<file path="src/rtl/instruction_load_controller_if.sv">
// Loader handshake, instruction-memory bus and fetch-status signals of the
// instruction load controller. The controller connects to the slave modport.
interface instruction_load_controller_if;
   logic        startProgramLoading;
   logic [31:0] loadWord;
   logic        loadValid;
   logic        loadReady;
   logic [31:0] fromPC;
   logic        memWriteEnable;
   logic [31:0] memWriteAddress;
   logic [31:0] memWriteData;
   logic [31:0] memReadAddress;
   logic        programLoaded;
   logic        stallFetch;
   logic [15:0] wordsLoaded;
   logic        pcMisaligned;

   modport master (
      output startProgramLoading, loadWord, loadValid, fromPC,
      input  loadReady, memWriteEnable, memWriteAddress, memWriteData,
             memReadAddress, programLoaded, stallFetch, wordsLoaded, pcMisaligned
   );

   modport slave (
      input  startProgramLoading, loadWord, loadValid, fromPC,
      output loadReady, memWriteEnable, memWriteAddress, memWriteData,
             memReadAddress, programLoaded, stallFetch, wordsLoaded, pcMisaligned
   );
endinterface

</file>
<file path="src/rtl/instruction_load_controller.sv">
// Streams NUM_WORDS instruction words into instruction memory, then releases
// the fetch stage; a start request in RUN reloads the program from address 0.
module instruction_load_controller #(
   parameter int NUM_WORDS = 46
) (
   input logic                          clock,
   input logic                          reset,
   instruction_load_controller_if.slave bus
);
   typedef enum logic [1:0] {IDLE, LOAD, RELEASE, RUN} state_t;

   state_t      state, state_nxt;
   logic [15:0] words_q;
   logic        we_q;
   logic [31:0] wa_q, wd_q;
   logic        accept, last_word, restart;

   assign accept    = bus.loadValid && (state == LOAD);
   assign last_word = (words_q == 16'(NUM_WORDS - 1));
   assign restart   = bus.startProgramLoading && ((state == IDLE) || (state == RUN));

   always_ff @(posedge clock) begin
      if (reset) state <= IDLE;
      else       state <= state_nxt;
   end

   always_comb begin
      state_nxt = state;
      case (state)
         IDLE:    if (bus.startProgramLoading) state_nxt = LOAD;
         LOAD:    if (accept && last_word)     state_nxt = RELEASE;
         RELEASE:                              state_nxt = RUN;
         RUN:     if (bus.startProgramLoading) state_nxt = LOAD;
         default:                              state_nxt = IDLE;
      endcase
   end

   // Write is registered one cycle after acceptance; reset drops any write
   // accepted on the same edge.
   always_ff @(posedge clock) begin
      if (reset) begin
         words_q <= '0;
         we_q    <= 1'b0;
         wa_q    <= '0;
         wd_q    <= '0;
      end else begin
         we_q <= accept;
         if (accept) begin
            wa_q    <= {14'd0, words_q, 2'b00};
            wd_q    <= bus.loadWord;
            words_q <= words_q + 16'd1;
         end else if (restart) begin
            words_q <= '0;
         end
      end
   end

   assign bus.loadReady       = (state == LOAD);
   assign bus.memWriteEnable  = we_q;
   assign bus.memWriteAddress = wa_q;
   assign bus.memWriteData    = wd_q;
   assign bus.wordsLoaded     = words_q;
   assign bus.programLoaded   = (state == RUN);
   assign bus.stallFetch      = (state != RUN);
   assign bus.memReadAddress  = (state == RUN) ? {bus.fromPC[31:2], 2'b00} : 32'd0;
   assign bus.pcMisaligned    = (state == RUN) && (bus.fromPC[1:0] != 2'b00);
endmodule
</file>
<file path="src/flat_wrapper.sv">
// flat-port wrapper written by rule: the top's interface ports become plain ports
module instruction_load_controller_flat 
#(
   parameter int NUM_WORDS = 46
)
  (clock, reset, bus_startProgramLoading, bus_loadWord, bus_loadValid, bus_fromPC, bus_loadReady, bus_memWriteEnable, bus_memWriteAddress, bus_memWriteData, bus_memReadAddress, bus_programLoaded, bus_stallFetch, bus_wordsLoaded, bus_pcMisaligned);
  instruction_load_controller_if bus_i ();
  input logic clock;
  input logic reset;
  input wire logic [$bits(bus_i.startProgramLoading)-1:0] bus_startProgramLoading;
  input wire logic [$bits(bus_i.loadWord)-1:0] bus_loadWord;
  input wire logic [$bits(bus_i.loadValid)-1:0] bus_loadValid;
  input wire logic [$bits(bus_i.fromPC)-1:0] bus_fromPC;
  output wire logic [$bits(bus_i.loadReady)-1:0] bus_loadReady;
  output wire logic [$bits(bus_i.memWriteEnable)-1:0] bus_memWriteEnable;
  output wire logic [$bits(bus_i.memWriteAddress)-1:0] bus_memWriteAddress;
  output wire logic [$bits(bus_i.memWriteData)-1:0] bus_memWriteData;
  output wire logic [$bits(bus_i.memReadAddress)-1:0] bus_memReadAddress;
  output wire logic [$bits(bus_i.programLoaded)-1:0] bus_programLoaded;
  output wire logic [$bits(bus_i.stallFetch)-1:0] bus_stallFetch;
  output wire logic [$bits(bus_i.wordsLoaded)-1:0] bus_wordsLoaded;
  output wire logic [$bits(bus_i.pcMisaligned)-1:0] bus_pcMisaligned;
  assign bus_i.startProgramLoading = bus_startProgramLoading;
  assign bus_i.loadWord = bus_loadWord;
  assign bus_i.loadValid = bus_loadValid;
  assign bus_i.fromPC = bus_fromPC;
  assign bus_loadReady = bus_i.loadReady;
  assign bus_memWriteEnable = bus_i.memWriteEnable;
  assign bus_memWriteAddress = bus_i.memWriteAddress;
  assign bus_memWriteData = bus_i.memWriteData;
  assign bus_memReadAddress = bus_i.memReadAddress;
  assign bus_programLoaded = bus_i.programLoaded;
  assign bus_stallFetch = bus_i.stallFetch;
  assign bus_wordsLoaded = bus_i.wordsLoaded;
  assign bus_pcMisaligned = bus_i.pcMisaligned;
  instruction_load_controller #(.NUM_WORDS(NUM_WORDS)) u_core (.clock(clock), .reset(reset), .bus(bus_i));
endmodule
</file>
<file path="config.mk">
export PLATFORM = sky130hd
export DESIGN_NAME = instruction_load_controller_flat
export DESIGN_NICKNAME = d
export VERILOG_FILES = /design/src/rtl/instruction_load_controller_if.sv /design/src/rtl/instruction_load_controller.sv /design/src/flat_wrapper.sv
export SDC_FILE = /design/constraint.sdc
export NUM_CORES = 1
export LEC_CHECK = 0
export BUFFER_PORTS_ARGS = -buffer_cell sky130_fd_sc_hd__buf_2
export CAP_MARGIN = 20
export CORE_ASPECT_RATIO = 0.8
export CORE_MARGIN = 8
export CORE_UTILIZATION = 43
export DETAILED_ROUTE_END_ITERATION = 12
export PLACE_DENSITY = 0.8
export SLEW_MARGIN = 20
export SYNTH_ARGS = -nofsm -noshare
export SYNTH_HDL_FRONTEND = slang
export SYNTH_SLANG_ARGS = --single-unit
</file>
<file path="constraint.sdc">
create_clock -name clock -period 2.3 [get_ports clock]
set_input_delay 0.23 -clock clock [delete_from_list [all_inputs] [get_ports clock]]
set_output_delay 0.23 -clock clock [all_outputs]
set_load 0.01 [all_outputs]
</file>
==> flow_metrics.tcl <==
set metrics [dict create \
    post_synth_inst_count 391 \
    postCtsHoldBufs 0 \
    synth_largest_area_cell "dfxtp_1" \
    grt_first_pass_wirelength_um 15600 \
    path_max_fanout 32 \
    synth_async_sr_flop_share 0 \
    place_hpwl_um 7430 \
    die_h_um 91.5 \
    placeableCoreArea_um2 6890 \
    pre_cts_ws_ns 0.406 \
    worst_slew_margin_rel 0.382 \
    finalCriticalPeriod_ns 1.98 \
    ys_top_cells_by_count "nand2_1 (110), dfxtp_1 (67), a21oi_1 (54)" \
    synth_seq_area_share 0.438 \
    m1WireLength_um 3720 \
    core.rowCount 27 \
    initial_antenna_violation_count 0 \
    grt_start_max_net_pins 54 \
    drv_slew 0 \
    wire_per_inst_um 15.2 \
    synth_largest_type_area_fraction 0.438 \
    fp.dieArea_um2 10100 \
    synthesis.area_um2 3070 \
    layout.cells.non_filler 634 \
    routabilityCongestion 0.845 \
    synth-main-ff-cell "dfxtp_1" \
    route.detailed.vias_per_inst 4.98 \
    p_total_w 0.00348 \
    finalWirelength_um 9660 \
    hp-class "input port to register" \
    timing.clock.skew_ns 0.0112 \
    cts_num_sinks 67 \
    cts_post_setup_buffers_inserted 0 \
    detail_route.first_pass.iterations 4 \
    die_x_um 110 \
    post_cts_resize_count 0 \
    timing.max_cap.violations 0 \
    floorplan.io_pins 185 \
    clock_tree_from_tritoncts "built" \
    total_leakage_power_nw 1.96 \
    initial_core_util 0.445 \
    final_net_count 615 \
    drc_errors 0 \
    drt_iter0_markers 313 \
    highest-signal-layer "met4" \
    num_antenna_cells 0 \
    crit_type "register to output pin" \
    fillers 637 \
    wl_met2_um 4870 \
    grt_usage 0.185 \
    clk_root_buffer_cell "clkbuf_8" \
    finalCoreUtilization 0.596 \
    number_of_buffers_on_the_longest_clock_path 2 \
    status "completed" \
    number_of_buffers_created_by_cts 9 \
    cts.htree.levels 3 \
    max_freq_ghz 0.504 \
    timing_hold_violations_final 0 \
    layout_setup_ws_ns 0.316 \
    final_layout_size_suffix_gt1_frac 0.353 \
    yosys.cell_count.top_type "nand2_1" \
    synth_cell_types 43 \
    cp_data_arrival_time_ns 1.75 \
    total_global_routing_overflow 0 \
    rrSetupSlack_ns 0.38 \
    clk_pin_slew_ns 0.08 \
    synth_warnings 0 \
    postSynthRegisterBits 67 \
    buffer_ports.inserted 166 \
    met3RoutedLength_um 941 \
    critPathLaunchType "register" \
    insertion_delay_ns 0.35 \
    timing.critical_path.to_type "output pin" \
    totalNegativeSetupSlack_ns 0 \
    finalCritPeriodShare 0.863 \
    timing.critical_path.required_ns 2.07 \
    timing_worst_slew_pin_value_ns 0.927 \
    area.growth.synth_to_final_pct 33.9 \
    synth.area.top_cells "dfxtp_1 (44%), nand2_1 (13%), a21oi_1 (8.8%)" \
    setup_viol 0 \
    max_ir_drop_vdd_uv 501 \
    power.density_nw_per_um2 847 \
    final_antenna_net_count 0 \
    synth-edff-count 0 \
    postSynthAreaPerCell_um2 7.84 \
    first_global_vias 3096 \
    placed_cells_incl_taps 619 \
    via_count 3160 \
    grt_setup_unrepaired "false" \
]
## placed cells by master, fill, tap and decap left out, types with 2 or more instances in the layout
cell,n
buf_2,166
nand2_1,109
dfxtp_1,67
a21oi_1,54
and2_1,31
conb_1,18
nor2_1,11
clkbuf_8,9
inv_1,5
nand3_1,5
nor3_1,5
a31oi_1,4
o21ai_0,4
ha_1,4
o211ai_1,3
mux2i_1,3
nor4_1,3
a311oi_1,3
nor4b_1,3
bufinv_16,3
and4_1,2
or4_1,2
o311ai_0,2
nand4_1,2
or2_2,2
a41oi_1,2
clkinv_4,2
buf_12,2
buf_4,2
## flip-flops by register name, summed over array words and instances (netlist names)
| name | flops |
|---|---|
| u_core.bus.memWriteData | 32 |
| u_core.bus.memWriteAddress | 16 |
| u_core.bus.wordsLoaded | 16 |
| u_core.state | 2 |
| u_core.bus.memWriteEnable | 1 |
## logic make-up (layout without fill, tap and decap cells)
group | Yosys count | after routing | synth area share
adder cells (fa/ha/maj) | 4 | 4 | 0.0163
buffers and inverters | 51 | 190 | 0.0914
multiplexers | 4 | 4 | 0.0135
AO/OA/AOI/OAI | 78 | 78 | 0.149
AND/OR/NAND/NOR | 186 | 186 | 0.291
flip-flops | 67 | 67 | 0.438
other | 1 | 18 | 0.00122
## path summary, 6_finish.rpt
kind,from,end,depth (start not counted)
max,u_core.state[0],bus_memReadAddress[26],3
min,bus_loadWord[29],u_core.bus.memWriteData[29],3
max reg2reg,u_core.bus.wordsLoaded[0],u_core.state[1],5
min reg2reg,u_core.bus.memWriteData[6],u_core.bus.memWriteData[6],2
## report_power, final
| group | switching (W) | internal (W) | total, W | leakage [nW] |
|---|---|---|---|---|
| clock network | 0.000449 | 0.000717 | 0.00117 | 0.115 |
| logic | 0.000616 | 0.000369 | 0.000985 | 1.30 |
| registers | 0.0000593 | 0.00127 | 0.00133 | 0.543 |
## stage by stage
step	hold slack, ns	area, µm²
6_report	0.110	4110
5_1_grt	0.102	4110
4_1_cts	0.101	4110
3_5_place_dp	0.443	3870
3_3_place_gp	0.438	3870
2_1_floorplan	0.366	3130
## critical path: stages, from the launching register on
cell	delay, ns
dfxtp_1	0.36
ha_1	0.65
and2_1	0.25
buf_2	0.14
## routing by layer
metal,vias up,global-route usage
met2,148,0.328
met3,9,0.0756
met4,0,0.0572
li1,1582,-
met1,1421,0.196
met5,-,0
## area by class of cell
type / instances / area (µm²) / area share
Inverter: 5 / 18.8 / 0.00457
Multi-Input combinational cell: 290 / 1510 / 0.368
Sequential cell: 67 / 1340 / 0.327
Tap cell: 87 / 109 / 0.0265
Timing Repair Buffer: 170 / 886 / 0.216
Clock inverter: 6 / 115 / 0.0280
Clock buffer: 9 / 124 / 0.0302
No activity file was read; power rests on OpenSTA's default activity.
